===== src/rtl/xbus_dma_gen.sv =====
// rtl/xbus_dma_gen.sv - Xbus DMA soak generator/checker over a 2^WC_BITS word window.
// Read-back compare, err_count and err_addr exist only when XBUS_DMA_GEN_CHECK_EN is defined.
module xbus_dma_gen #(
   parameter logic [21:0] ADDR_BASE  = 22'h001000,
   parameter int          WC_BITS    = 8,
   parameter int          GAP_CYCLES = 2,
   parameter int          MODE       = 0
) (
   input  logic        clk,
   input  logic        reset_n,
   input  logic        enable,
   input  logic [21:0] addrin,
   input  logic [31:0] datain,
   input  logic        reqin,
   input  logic        ackin,
   input  logic        busgrantin,
   input  logic        writein,
   input  logic        decodein,
   output logic [21:0] addrout,
   output logic [31:0] dataout,
   output logic        reqout,
   output logic        ackout,
   output logic        busreqout,
   output logic        writeout,
   output logic        decodeout,
   output logic        interrupt,
   output logic [15:0] pass_count,
   output logic [15:0] err_count,
   output logic [21:0] err_addr,
   output logic [3:0]  gen_state
);

   typedef enum logic [3:0] {
      S_IDLE = 4'd0, S_INIT = 4'd1, S_GAP  = 4'd2, S_MWR  = 4'd3,
      S_MRD  = 4'd4, S_CHK  = 4'd5, S_LAST = 4'd6, S_DONE = 4'd7
   } state_t;

   localparam logic [WC_BITS-1:0] WC_ONE   = 1;
   localparam logic [3:0]         GAP_LOAD = 4'(GAP_CYCLES - 1);

   state_t               state_q, state_d;
   logic [WC_BITS-1:0]   wc_q, wc_d;
   logic [3:0]           gap_q, gap_d;
   logic [15:0]          pass_q, pass_d;
   logic                 dir_q, dir_d;
   logic                 xfer_done, wc_last, in_xfer;
   state_t               xfer_state, after_word;
   logic                 unused_inputs;

   assign unused_inputs = ^{addrin, reqin, writein, decodein, datain};

   assign xfer_state = (MODE == 1 || (MODE == 0 && !dir_q)) ? S_MWR : S_MRD;
   assign wc_last    = &wc_q;
   assign xfer_done  = busgrantin & ackin;
   // With no gap configured the next word is requested straight away.
   assign after_word = wc_last ? S_LAST : ((GAP_CYCLES == 0) ? xfer_state : S_GAP);

`ifdef XBUS_DMA_GEN_CHECK_EN
   logic [31:0] hold_q, hold_d;
   logic [15:0] err_cnt_q, err_cnt_d;
   logic [21:0] err_addr_q, err_addr_d;
   logic [31:0] expected;
   logic        do_cmp;

   assign expected = {pass_q[7:0] - 8'd1, 24'(wc_q)};
   assign do_cmp   = (MODE != 2) && (pass_q != 16'd0);
`endif

   always_comb begin
      state_d = state_q;
      wc_d    = wc_q;
      gap_d   = gap_q;
      pass_d  = pass_q;
      dir_d   = dir_q;
`ifdef XBUS_DMA_GEN_CHECK_EN
      hold_d     = hold_q;
      err_cnt_d  = err_cnt_q;
      err_addr_d = err_addr_q;
`endif
      case (state_q)
         S_IDLE: if (enable) state_d = S_INIT;
         S_INIT: begin
            wc_d    = '0;
            gap_d   = GAP_LOAD;
            state_d = xfer_state;
         end
         S_GAP: begin
            if (gap_q == 4'd0) state_d = xfer_state;
            else               gap_d   = gap_q - 4'd1;
         end
         S_MWR: begin
            if (xfer_done) begin
               wc_d    = wc_last ? wc_q : wc_q + WC_ONE;
               gap_d   = GAP_LOAD;
               state_d = after_word;
            end
         end
         S_MRD: begin
            if (xfer_done) begin
`ifdef XBUS_DMA_GEN_CHECK_EN
               hold_d  = datain;
               state_d = S_CHK;
`else
               wc_d    = wc_last ? wc_q : wc_q + WC_ONE;
               gap_d   = GAP_LOAD;
               state_d = after_word;
`endif
            end
         end
`ifdef XBUS_DMA_GEN_CHECK_EN
         S_CHK: begin
            if (do_cmp && hold_q != expected) begin
               if (err_cnt_q != 16'hffff) err_cnt_d  = err_cnt_q + 16'd1;
               if (err_cnt_q == 16'd0)    err_addr_d = ADDR_BASE + 22'(wc_q);
            end
            wc_d    = wc_last ? wc_q : wc_q + WC_ONE;
            gap_d   = GAP_LOAD;
            state_d = after_word;
         end
`endif
         S_LAST: state_d = S_DONE;
         S_DONE: begin
            pass_d  = pass_q + 16'd1;
            if (MODE == 0) dir_d = ~dir_q;
            state_d = S_IDLE;
         end
         default: state_d = S_IDLE;
      endcase
   end

   always_ff @(posedge clk or negedge reset_n) begin
      if (!reset_n) begin
         state_q    <= S_IDLE;
         wc_q       <= '0;
         gap_q      <= '0;
         pass_q     <= '0;
         dir_q      <= 1'b0;
`ifdef XBUS_DMA_GEN_CHECK_EN
         hold_q     <= '0;
         err_cnt_q  <= '0;
         err_addr_q <= '0;
`endif
      end else begin
         state_q    <= state_d;
         wc_q       <= wc_d;
         gap_q      <= gap_d;
         pass_q     <= pass_d;
         dir_q      <= dir_d;
`ifdef XBUS_DMA_GEN_CHECK_EN
         hold_q     <= hold_d;
         err_cnt_q  <= err_cnt_d;
         err_addr_q <= err_addr_d;
`endif
      end
   end

   // Bus outputs decode the state register, so an async reset drops them at once.
   assign in_xfer    = (state_q == S_MWR) || (state_q == S_MRD);
   assign busreqout  = in_xfer;
   assign reqout     = in_xfer;
   assign writeout   = (state_q == S_MWR);
   assign addrout    = in_xfer ? ADDR_BASE + 22'(wc_q) : 22'd0;
   assign dataout    = (state_q == S_MWR && busgrantin) ? {pass_q[7:0], 24'(wc_q)} : 32'd0;
   assign ackout     = 1'b0;
   assign decodeout  = 1'b0;
   assign interrupt  = (state_q == S_DONE);
   assign pass_count = pass_q;
   assign gen_state  = state_q;
`ifdef XBUS_DMA_GEN_CHECK_EN
   assign err_count  = err_cnt_q;
   assign err_addr   = err_addr_q;
`else
   assign err_count  = 16'd0;
   assign err_addr   = 22'd0;
`endif

endmodule

===== config.mk =====
export PLATFORM = sky130hd
export DESIGN_NAME = xbus_dma_gen
export DESIGN_NICKNAME = d
export VERILOG_FILES = /design/src/rtl/xbus_dma_gen.sv
export SDC_FILE = /design/constraint.sdc
export NUM_CORES = 1
export LEC_CHECK = 0
export BUFFER_PORTS_ARGS = -buffer_cell sky130_fd_sc_hd__buf_2
export CAP_MARGIN = 30
export CORE_MARGIN = 5
export CORE_UTILIZATION = 44
export DETAILED_ROUTE_END_ITERATION = 10
export PLACE_DENSITY_LB_ADDON = 0.3
export SYNTH_ARGS = -nofsm -noshare
export SYNTH_HDL_FRONTEND = slang
export SYNTH_SLANG_ARGS = --single-unit

===== constraint.sdc =====
create_clock -name clk -period 3.4 [get_ports clk]
set_input_delay 0.17 -clock clk [delete_from_list [all_inputs] [get_ports clk]]
set_output_delay 0.17 -clock clk [all_outputs]
set_load 0.02 [all_outputs]

==> flow_results.org, run 1 <==
** Setup path
- CP Data Arrival Time :: between 2 and 2.5 ns
- Crit-path max cell delay :: about 0.58 ns
- Chain of cells forming the critical path :: or3b_4 > and2_1 > inv_4 > and2_1 > buf_2
- CP Buf/Inv Count :: 2
- Kind of capture point of the worst setup path :: output port
- Reg-to-reg startpoint :: gen_state[1]
- The largest individual stage delay along the critical path comes from the cell dfrtp_1.
- STA puts the critical path data required time at 3.23 ns.
- Origin of the worst setup path :: gen_state[2]
- The setup path with the least slack is of type reg -> out.
- Most numerous cell on the critical path :: and2_1
- Crit path launch type :: flop
- On the critical path the largest part of the delay comes from simple AND/OR/NAND/NOR gates.
- Along the worst path, the maximum fanout reaches 15.

** Logic synthesis
- After synthesis the cells add up to around 2400 um2.
- Synthesis inferred 32 register bits.
- Predominant post-synthesis flop cell :: dfrtp_1
- Of the synthesized area, sequential elements account for 0.3307.
- Number of unique standard cell types used by synthesis :: between 50 and 60
- Synthesis handed over a netlist of 273 instances.
- Post-synthesis area per instance :: between 8 and 9 um2
- Of the post-synthesis cell area, the dominant cell type holds 0.3307.
- Total number of yosys warnings :: 0
- Number of enable-type register cells in the synthesized netlist :: 0
- dfrtp_1 takes more of the synthesized area than any other cell.
- Largest cells by area after synthesis :: dfrtp_1 33%, buf_4 22%, and3_1 5.2%
- After synthesis, the share of flip-flops with an asynchronous set or reset is 1.000.

** STA
- At the pin with the least slew margin, the transition time is about 0.73 ns.
- Highest achievable clock rate :: around 440 MHz
- Final count of pins violating max slew :: 0
- Setup violation total in the final timing report :: 0
- Final critical-path required period :: 2.298 ns
- Setup total negative slack on the finished layout was measured at 0 ns.
- Portion of the clock cycle consumed by the worst path in the final layout :: 0.6759
- Fin. Hold Viols :: 0
- Setup repair after global routing left no endpoint under its margin.
- Post-route clock skew :: 0.004092 ns
- Max-Slew Margin vs Limit :: 0.5150

** Final layout
- Ant. Diodes :: 0
- Summing all flip-flop and latch instances after layout gives ~800 um2.
- Once layout is done, the placed cells without fillers occupy between 2000 and 3000 um2.
- Share of cells above drive strength 1 :: 0.2081
- For this run, the post-layout net count is ~390.
- Summing all multi-input logic gate instances after layout gives 1244 um2.
- From synthesis to final layout, the design area changed by 5.737%.
- Count of filler cells inserted in the layout :: approximately 550

** Floorplan
- Measured along the x axis, the die boundary spans roughly 84 um.
- In this run the count of I/O pins placed on the die edge is 180.
- Area of the die :: about 7100 um2
- The floorplan has 27 rows.
- Core ar. :: about 5400 um2
- Starting utilization of the core area :: 0.4451
- From bottom edge to top edge, the die measures about 84 um.

** Status
- Status :: completed

** Flow run
- The tool flagged a number of max-cap violations equal to 0.

** Clock tree
- The longest clock path from root to sink contains 2 buffers.
- After clock tree synthesis, the clock-pin slew on the worst setup and hold paths is 0.07 ns.
- Number of buffers created by CTS :: 5
- H-tree levels :: 2
- The number of hold buffers added after CTS was 1.
- Root buffer cell :: clkbuf_8
- In this run the post-CTS setup repair buffer count came out at 0.
- Clock tree from TritonCTS :: yes
- Counting every sink on the clock net gives 32.
- At the later pin of the worst-skew pair, clock insertion delay measures 0.28 ns.
- Post-CTS repair changed the size of 0 cells.

** Routing
- The first detailed-routing pass took 4 iterations.
- The detailed router placed approximately 1.8k vias in this run.
- The first routing iteration left a little over 60 violations.
- Using the TritonRoute via totals, the vias-per-cell ratio works out to between 4 and 5.
- Post-detailed-route wirelength per cell :: about 13 um
- DRT antenna net count :: 0
- For this run, design rule violations remaining after detail routing come to 0.
- WL final :: slightly below 5 mm

** GRT
- The number of global-route vias before repair was approximately 1.6k.
- Number of antenna violations at the first check in global routing :: 0
- The first global-routing pass estimated between 7 and 8 mm of wire.
- All-Layer GR Usage :: 0.1343
- Largest net degree at the start of global routing :: 33
- For this run the aggregate overflow at the end of global routing stands at 0.

** Power
- Worst-case vdd ir drop :: between 0.3 and 0.4 mV
- Summed over all cells, the static leakage comes to 0.001425 uW.
- PwrDens :: between 600 and 700 nW/um2

** Worst hold path
- The tightest min-delay check is of the in -> reg type.
- In this run the most critical hold path is launched from ackin.

** Place
- Input and output buffers added on the ports amount to 52.
- Post-place instance area :: roughly 2500 um2
- Detailed placer's ending HPWL :: 3.629 mm
- Routability-driven placement finished with a final weighted congestion of between 0.7 and 0.8.
-- state kept, by name, indices dropped and copies added, names as in the netlist --
| name | count |
|---|---|
| wc_q | 8 |
| dir_q | 1 |
| gen_state | 3 |
| pass_count | 16 |
| gap_q | 4 |
-- per-stage QoR --
step | std cells | hold slack (ns) | utilization | power, uW | setup WS, ns
6_report | 394 | 0.2623 | 0.4707 | 1734 | 1.102
5_1_grt | 394 | 0.2807 | 0.4707 | 1880 | 0.9573
4_1_cts | 394 | 0.2609 | 0.4707 | 1747 | 1.085
3_5_place_dp | 386 | 0.2753 | 0.4511 | 1430 | 1.390
3_3_place_gp | 386 | 0.2718 | 0.4511 | 1420 | 1.392
2_1_floorplan | 342 | -0.1256 | - | 1313 | 1.566
-- layout by cell type (no fill, tap or decap), types with 2 or more instances in the layout --
master	Yosys	routed
a211oi_1	2	2
a21oi_1	5	5
a2bb2oi_1	3	3
and2_1	4	4
and3_1	20	20
and4_1	2	2
buf_2	5	52
clkbuf_8	0	7
conb_1	1	70
dfrtp_1	32	32
ha_1	3	3
inv_1	14	14
nand2_1	13	13
nand3_1	9	9
nand3b_1	2	2
nand4_1	6	6
nor2_1	13	13
nor3_1	7	7
o211ai_1	3	3
o21a_1	2	2
o21ai_0	5	5
o31ai_1	3	3
or3_1	2	2
xnor2_1	13	13
xor2_1	4	4
-- kinds of logic (layout without fill, tap and decap cells) --
group,after synthesis,count (layout),share of synthesized area
XOR/XNOR,17,17,0.06150
AO/OA/AOI/OAI,36,36,0.1194
buffers and inverters,95,75,0.2625
AND/OR/NAND/NOR,87,87,0.2000
other,1,70,0.001549
multiplexers,2,2,0.008785
adder cells (fa/ha/maj),3,3,0.01551
flip-flops,32,32,0.3308
-- worst register-to-register path: cells and delay by family (launching register included) --
| family | cells | cell delay, ns |
|---|---|---|
| mux | 1 | 0.35 |
| compound gates | 2 | 0.81 |
| flops | 1 | 0.63 |
| simple gates | 1 | 0.12 |
-- synth_stat cells, types with 2 or more instances --
| cell type | instances |
|---|---|
| o31ai_1 | 3 |
| xnor2_1 | 13 |
| and3_1 | 20 |
| nor3_1 | 7 |
| nand3b_1 | 2 |
| buf_2 | 5 |
| nand3_1 | 9 |
| nor2_1 | 13 |
| a211oi_1 | 2 |
| and2_1 | 4 |
| ha_1 | 3 |
| clkbuf_1 | 3 |
| a21oi_1 | 5 |
| a2bb2oi_1 | 3 |
| inv_1 | 14 |
| nand2_1 | 13 |
| buf_4 | 72 |
| and4_1 | 2 |
| o21ai_0 | 5 |
| o211ai_1 | 3 |
| nand4_1 | 6 |
| or3_1 | 2 |
| xor2_1 | 4 |
| dfrtp_1 | 32 |
| o21a_1 | 2 |
-- worst paths after layout --
check | to | slack (ns) | cells past startpoint
setup reg to reg | gap_q[3] | 1.39 | 4
max in group asynchronous | wc_q[6] | 2.46 | 2
hold reg to reg | pass_count[15] | 0.48 | 1
setup / recovery | addrout[3] | 1.10 | 5
min in group asynchronous | pass_count[8] | 0.48 | 2
hold / removal | gen_state[0] | 0.26 | 3
-- area by class of cell --
cell class | count | area share
repair buffers | 53 | 0.1056
inverters | 15 | 0.02297
flip-flops and latches | 32 | 0.3128
well taps | 72 | 0.03519
multi-input cells | 215 | 0.4858
clock buffers | 7 | 0.03763
-- per-layer routing --
layer | vias up | share of wire | track usage | wire length, um
met2 | 74 | 0.46 | 0.2023 | 2300
met5 | - | 0 | 0 | 0
li1 | 891 | - | - | -
met3 | 9 | 0.078 | 0.03925 | 388
met4 | 0 | 0.018 | 0.05409 | 90
met1 | 860 | 0.44 | 0.1807 | 2181
-- report_power, final --
part | switching [uW] | total (uW) | internal (uW)
combinational | 511 | 795 | 284
clock | 134 | 314 | 180
sequential | 155 | 625 | 470
(Power assumes the default switching activity.)
==> run 2, diff against run 1 <==
--- a/config.mk
+++ b/config.mk
@@ -8,7 +8,7 @@
 export BUFFER_PORTS_ARGS = -buffer_cell sky130_fd_sc_hd__buf_2
 export CAP_MARGIN = 30
 export CORE_MARGIN = 5
-export CORE_UTILIZATION = 44
+export CORE_UTILIZATION = 37
 export DETAILED_ROUTE_END_ITERATION = 10
 export PLACE_DENSITY_LB_ADDON = 0.3
 export SYNTH_ARGS = -nofsm -noshare
==> constraint.sdc (replaced) <==
create_clock -name clk -period 2 [get_ports clk]
set_input_delay 0.1 -clock clk [delete_from_list [all_inputs] [get_ports clk]]
set_output_delay 0.1 -clock clk [all_outputs]
set_load 0.02 [all_outputs]
==> flow_results.org, run 2 (synthesis results as in run 1) <==
** Final layout
- In the final layout, the share of cells above drive strength 1 is 0.2507.
- Area growth from synthesis to final layout :: 11.01%
- Summing all non-filler instances in the final layout gives an area of about 2700 um2.
- Most frequent standard cell in the layout excluding fill and tap cells :: conb_1
- Most frequent cells in the layout :: 70 x conb_1, 52 x buf_2, 31 x dfrtp_1, 20 x and3_1
- The net count of the finished layout is between 300 and 400.
- The register with the most flip-flops in the layout has 16 of them.
- Ant. Diodes :: 0

** Floorplan
- The region available for standard cell placement spans roughly 6300 um2.
- Standard-cell row count :: 29
- Die outline width :: between 90 and 100 um
- For this configuration, the core starts out at a cell density of 0.3813.
- The floorplan step defined a die boundary enclosing around 8300 um2.
- Die Height :: just over 90 um
- I/O pin count :: 180

** GRT
- Entering global routing, the biggest net connects 33 pins.
- Summed over all layers, the global routing overflow is 0.
- Global-route wire length before repair :: 8.714 mm
- In the global route stage, overall resource usage came out at 0.1253.
- The number of global-route vias before repair is 1,756.
- The initial antenna violation count was 0.

** Place
- Buffers on Ports :: 52
- Routability-driven placement finished with a final weighted congestion of between 0.7 and 0.8.
- Summed over all nets, the half-perimeter wirelength after detailed placement is ~4.0 mm.
- In this run the cell area measured after placement is around 2500 um2.

** Setup path
- STA classifies the critical path endpoint as an output port.
- Worst Path Max Fanout :: 6
- Crit path launch type :: flop
- Critical setup path kind :: reg -> out
- Data required, critical path :: around 1.9 ns
- CP Data Arrival Time :: about 1.8 ns

** Clock tree
- Clock latency reported for the late side of the worst-skew pair :: between 0.2 and 0.3 ns
- Number of buffers created by CTS :: 5
- CTS sink cnt :: 32
- No sink is reached through more buffers than the 2 on the longest clock path.
- The clock tree synthesis step divided the H-tree into 2 levels.
- Reg clk slew, reported paths :: around 0.07 ns
- Root buffer cell :: clkbuf_8
- Clock tree from TritonCTS :: yes

** Power
- In this run the power density over the cells is 1201 nW/um2.
- Leakage power :: 0.001481 uW
- VDD sags by at most about 0.53 mV.
- Power after layout :: about 3200 uW

** STA
- Fin. Hold Viols :: 0
- Adding up every negative setup slack in the final design gives 0 ns.
- Highest achievable clock rate :: approximately 540 MHz
- The clock period could shrink to 1.862 ns.
- Post-route clock skew :: roughly 0.0050 ns
- The max-slew violation total from the final report came to 0.
- Setup violations remaining at the end of the flow were counted as 0.
- Headroom to the max-slew limit came out at 0.4992.
- RSZ-0062 raised after global routing :: no
- Portion of the clock cycle consumed by the worst path in the final layout :: 0.9312
- For the pin with the worst max-slew slack, the measured transition is between 0.7 and 0.8 ns.

** Routing
- Average vias per placed instance :: ~4.6
- Once detail routing completed, the nets flagged for antenna violations numbered 0.
- WL final :: 5.253 mm
- DRT iter0 DRCs :: a little under 90
- Post-detailed-route wirelength per cell :: approximately 13 um
- Residual DRC :: 0
- The first TritonRoute pass finished after 4 iterations.
- For this block, the via count after detailed routing is 1,881.

** Status
- The run finished with clean final reports.

** Flow run
- The tool flagged a number of max-cap violations equal to 0.

** Worst hold path
- The tightest min-delay check is of the in -> reg type.
==> run 2: critical path, stage by stage, from the launching register on <==
cell and delay [ns]:
dfrtp_2 0.44, or3b_4 0.42, and2_4 0.21, buf_4 0.15, nor2_1 0.08, buf_2 0.17
==> run 2: what timing repair did <==
action / 4_1_cts / 5_1_grt
endpoints found under the hold margin: 32 / 0
resized for setup: 4 / 2
cloned: 0 / 0
endpoints found under the setup margin: 6 / 19
hold buffers: 1 / 0
buffers inserted: 0 / 2
==> run 2: path summary, 6_finish.rpt <==
| kind | slack (ns) | cells past startpoint | endpoint | startpoint |
|---|---|---|---|---|
| max in group asynchronous | 1.05 | 2 | gen_state[1] | reset_n |
| max reg2reg | 0.23 | 4 | wc_q[1] | gen_state[1] |
| max | 0.14 | 5 | addrout[5] | gen_state[1] |
| min reg2reg | 0.47 | 1 | pass_count[15] | pass_count[15] |
| min | 0.21 | 3 | gen_state[0] | ackin |
| min in group asynchronous | 0.42 | 2 | pass_count[14] | reset_n |
==> run 2: cell type report <==
class,instances,area (um2)
Clock buffer,5,68.82
Multi-Input combinational cell,215,1252
Tap cell,77,96.34
Fill cell,637,3662
Inverter,15,65.06
Sequential cell,32,802.0
Clock inverter,3,42.54
Timing Repair Buffer,65,360.3
==> run 2: layer usage <==
metal | wire length [um] | track usage | up-vias
met1 | 2248 | 0.1616 | 896
met5 | 0 | 0 | -
met3 | 411 | 0.03333 | 5
li1 | - | - | 917
met4 | 42 | 0.02934 | 0
met2 | 2551 | 0.2088 | 63
==> run 2: metrics by stage <==
stage,util,worst slack [ns],instances,hold slack (ns)
after floorplan,-,0.2363,342,-0.1956
after global placement,0.3992,0.1706,401,0.2109
after detailed placement,0.3992,0.1693,401,0.2110
after CTS,0.4193,0.03285,410,0.2078
after global routing,0.4233,0.005638,412,0.2389
final,0.4233,0.1376,412,0.2115
==> run 2: report_power, final <==
group | internal, uW | switching, uW
Sequential | 802 | 188
Clock | 369 | 252
Combinational | 621 | 996
Total | 1790 | 1440
==> run 3, diff against run 2 <==
--- a/config.mk
+++ b/config.mk
@@ -5,10 +5,12 @@
 export SDC_FILE = /design/constraint.sdc
 export NUM_CORES = 1
 export LEC_CHECK = 0
+export ABC_AREA = 1
 export BUFFER_PORTS_ARGS = -buffer_cell sky130_fd_sc_hd__buf_2
 export CAP_MARGIN = 30
 export CORE_MARGIN = 5
-export CORE_UTILIZATION = 37
+export CORE_UTILIZATION = 38
+export CTS_BUF_LIST = sky130_fd_sc_hd__clkbuf_4
 export DETAILED_ROUTE_END_ITERATION = 10
 export PLACE_DENSITY_LB_ADDON = 0.3
 export SYNTH_ARGS = -nofsm -noshare
==> flow_results.org, run 3 <==
** Clock tree
- In this run the deepest clock path goes through 2 buffers.
- After clock tree synthesis, the clock-pin slew on the worst setup and hold paths is between 0.1 and 0.15 ns.
- The tree built by TritonCTS fans out to 32 sinks.
- H-tree levels :: 2
- TritonCTS built the clock tree.
- For the worst-skew pair, the clock arrives at the later sink with an insertion delay of 0.34 ns.
- Clock tree synthesis selected as its root buffer the cell clkbuf_4.
- Number of buffers created by CTS :: 5
- The number of gates resized after CTS was 0.

** STA
- The max-slew violation total from the final report came to 0.
- RSZ-0062 raised after global routing :: no
- Final critical-path required period :: roughly 1.8 ns
- Setup violation total in the final timing report :: 0
- Static timing analysis puts the maximum clock frequency at around 550 MHz.
- Post-route clock skew :: 0.005294 ns
- Max-Slew Margin vs Limit :: 0.5193
- The hold violation total from the final report is 0.
- For the final routed database, the setup TNS stands at 0 ns.
- Of the available clock period, the critical path in the final layout requires 0.9165.
- Measured slew at the worst slew-check pin :: slightly above 0.7 ns

** GRT
- Number of antenna violations at the first check in global routing :: 0
- Met3 track demand over resource :: 0.03554
- Entering global routing, the biggest net connects 33 pins.
- met2 is the most crowded layer.
- GRT Residual Overflow :: 0
- Met1 demand-to-capacity share in global routing :: 0.1429
- All-Layer GR Usage :: 0.1281
- The number of global-route vias before repair is ~2.0k.
- Global-route wire length before repair :: between 8 and 9 mm
- Met2 Track Usage GR :: 0.2369

** Worst hold path
- The startpoint identified for the worst hold timing path is ackin.
- The path class of the tightest hold or removal check is in -> reg.
- Cell count of the worst hold path :: 5
- The path with the worst hold slack has its endpoint at gap_q[3].

** Flow run
- Maximum Capacitance Violations :: 0

** Setup path
- Reg-to-reg startpoint :: gen_state[0]
- Worst r2r path cells :: 7
- Worst reg2reg endpoint :: wc_q[7]
- R2R Setup Slk :: ~0.44 ns
- CP Data Arrival Time :: roughly 1.7 ns
- STA classifies the critical path endpoint as an output port.
- Master of the slowest instance on the critical path :: dfrtp_1
- Crit-path max cell delay :: 0.49 ns
- Critical setup path kind :: reg -> out
- Chain of cells forming the critical path :: nor2_2 > nand2_1 > nand2_2 > inv_2 > nor2_1 > buf_2
- Worst Path Max Fanout :: 16
- Counting both buffers and inverters, the worst setup path holds a total of 2.
- STA puts the critical path data required time at 1.90 ns.
- STA classifies the critical path startpoint as a flop.
- Cell family with most CP delay :: simple AND/OR/NAND/NOR gates

** Routing
- The first routing iteration left 40 violations.
- Total vias in the final route :: between 2k and 2.5k
- Dividing the detail-routed via count by the number of cells gives around 4.2.
- DRT antenna net count :: 0
- For this run, design rule violations remaining after detail routing come to 0.
- WL final :: around 5.3 mm
- First-pass detailed-route iteration total :: 4
- Post-detailed-route wirelength per cell :: 10.67 um

** Logic synthesis
- The synthesized design contains 0 enable-type register cells.
- Of all flip-flops after synthesis, the portion carrying an async set or reset was 1.000.
- Sorting the synthesized cells by area gives the leading types as dfrtp_1 32%, buf_4 21%, nand2_1 15%.
- Number of unique standard cell types used by synthesis :: 23
- Count leader, synth :: nand2_1
- Predominant post-synthesis flop cell :: dfrtp_1
- Number of instances in the synthesized netlist :: 365
- Post-synthesis cell type with the largest combined area :: dfrtp_1
- After synthesis the cells add up to 2520 um2.
- Post-synthesis area per instance :: 6.904 um2
- Fraction of post-synthesis cell area in the top cell type by area :: 0.3178
- Flip-flop and latch count after synthesis :: 32
- Total number of yosys warnings :: 0
- For this run, the register share of the synthesized area comes to 0.3178.
- Most frequent cells after synthesis :: 101 x nand2_1, 72 x buf_4, 50 x nor2_1

** Power
- VDD sags by at most about 0.29 mV.
- Clock network power share :: 0.226
- Comb power frac :: 0.420
- Of the total power, the share spent switching nets is 0.4525.
- Of the total power, registers draw 0.354.
- Summed over all nets, the switching power comes to between 1000 and 1500 uW.
- Cell-internal power :: between 1000 and 1500 uW
- PwrDens :: approximately 850 nW/um2
- The analysis attributes to cell leakage a power of 0.001504 uW.

** Floorplan
- The floorplan step defined a die boundary enclosing ~8400 um2.
- Core ar. :: roughly 6400 um2
- The die is ~91 um wide.
- Standard-cell row count :: 29
- Starting utilization of the core area :: 0.3946
- I/O pin count :: 180
- Die Height :: between 90 and 100 um

** Final layout
- The net count of the finished layout is between 400 and 500.
- The register with the most flip-flops in the layout has 16 of them.
- Area growth from synthesis to final layout :: 6.107%
- Most frequent standard cell in the layout excluding fill and tap cells :: nand2_1
- Summing all flip-flop and latch instances after layout gives 800.8 um2.
- In the layout the commonest cells are 101 x nand2_1, 70 x conb_1, 52 x buf_2, 50 x nor2_1, 39 x inv_1.
- Final Cell Area :: approximately 2700 um2
- Ant. Diodes :: 0
- Multi-input gate area :: about 1300 um2
- Count of filler cells inserted in the layout :: 689
- Share of cells above drive strength 1 :: 0.1710

** Status
- Status :: completed

** Place
- Placer congestion estimate :: 0.8203
- Summing all placed instances gives a cell area of 2584 um2.
- Detailed placement ended at an HPWL of between 4 and 5 mm.
- Buffers on Ports :: 52
==> run 3: power groups by stage <==
stage	sequential (uW)	clock (uW)	combinational, uW
floorplan	807	0	880
global placement	809	0	937
detailed placement	814	0	957
CTS	802	523	959
global route	813	549	1080
finish	801	510	949
==> run 3: worst register-to-register path, stage by stage, from the launching register on <==
cell and delay, ns:
dfrtp_1 0.50, nor2_2 0.08, nand2_1 0.12, nand2_2 0.14, nand2_4 0.12, nand3_1 0.28
nand2_1 0.15, nand2_1 0.06
==> run 3: logic make-up after synthesis <==
logic type,after synthesis,synth area share
flip-flops,32,0.3178
adder cells (fa/ha/maj),3,0.01490
XOR/XNOR,13,0.04518
other,1,0.001488
AND/OR/NAND/NOR,189,0.3148
buffers and inverters,117,0.2860
AO/OA/AOI/OAI,10,0.01986
==> run 3: worst max-delay path by stage <==
stage                      start          end  slack, ns  cells past startpoint
floorplan           gen_state[2]  dataout[24]       0.34                      6
global placement    gen_state[2]      wc_q[1]       0.49                      7
detailed placement  gen_state[1]      wc_q[7]       0.43                      7
CTS                 gen_state[0]   addrout[1]       0.14                      6
global route        gen_state[2]   addrout[1]       0.04                      6
finish              gen_state[0]   addrout[1]       0.17                      6
==> run 3: metrics by stage <==
step | util | setup slack [ns] | hold WS [ns] | total power (uW) | instances
3_5_place_dp | 0.4046 | 0.4347 | 0.2049 | 1771 | 489
2_1_floorplan | - | 0.3439 | -0.1956 | 1687 | 434
6_report | 0.4187 | 0.1670 | 0.1883 | 2260 | 498
4_1_cts | 0.4187 | 0.1444 | 0.1862 | 2284 | 498
3_3_place_gp | 0.4046 | 0.4887 | 0.2027 | 1746 | 489
5_1_grt | 0.4187 | 0.04174 | 0.2136 | 2442 | 498
==> run 3: cell type report <==
cell class              count  share of cell area
well taps                  77             0.03603
clock inverters             2             0.01310
repair buffers             55              0.1067
multi-input cells         285              0.4703
clock buffers               6             0.01685
inverters                  41             0.05756
flip-flops and latches     32              0.2995
==> run 3: metal layers <==
layer  up-vias  wire [um]
li1       1075          -
met5         -          0
met2        63       2661
met4         0         57
met1       933       2167
met3         8        427
==> run 3: timing repair <==
action,CTS,global route
buffers inserted,0,0
endpoints found under the hold margin,32,0
hold buffers,1,0
setup endpoints to repair,0,0
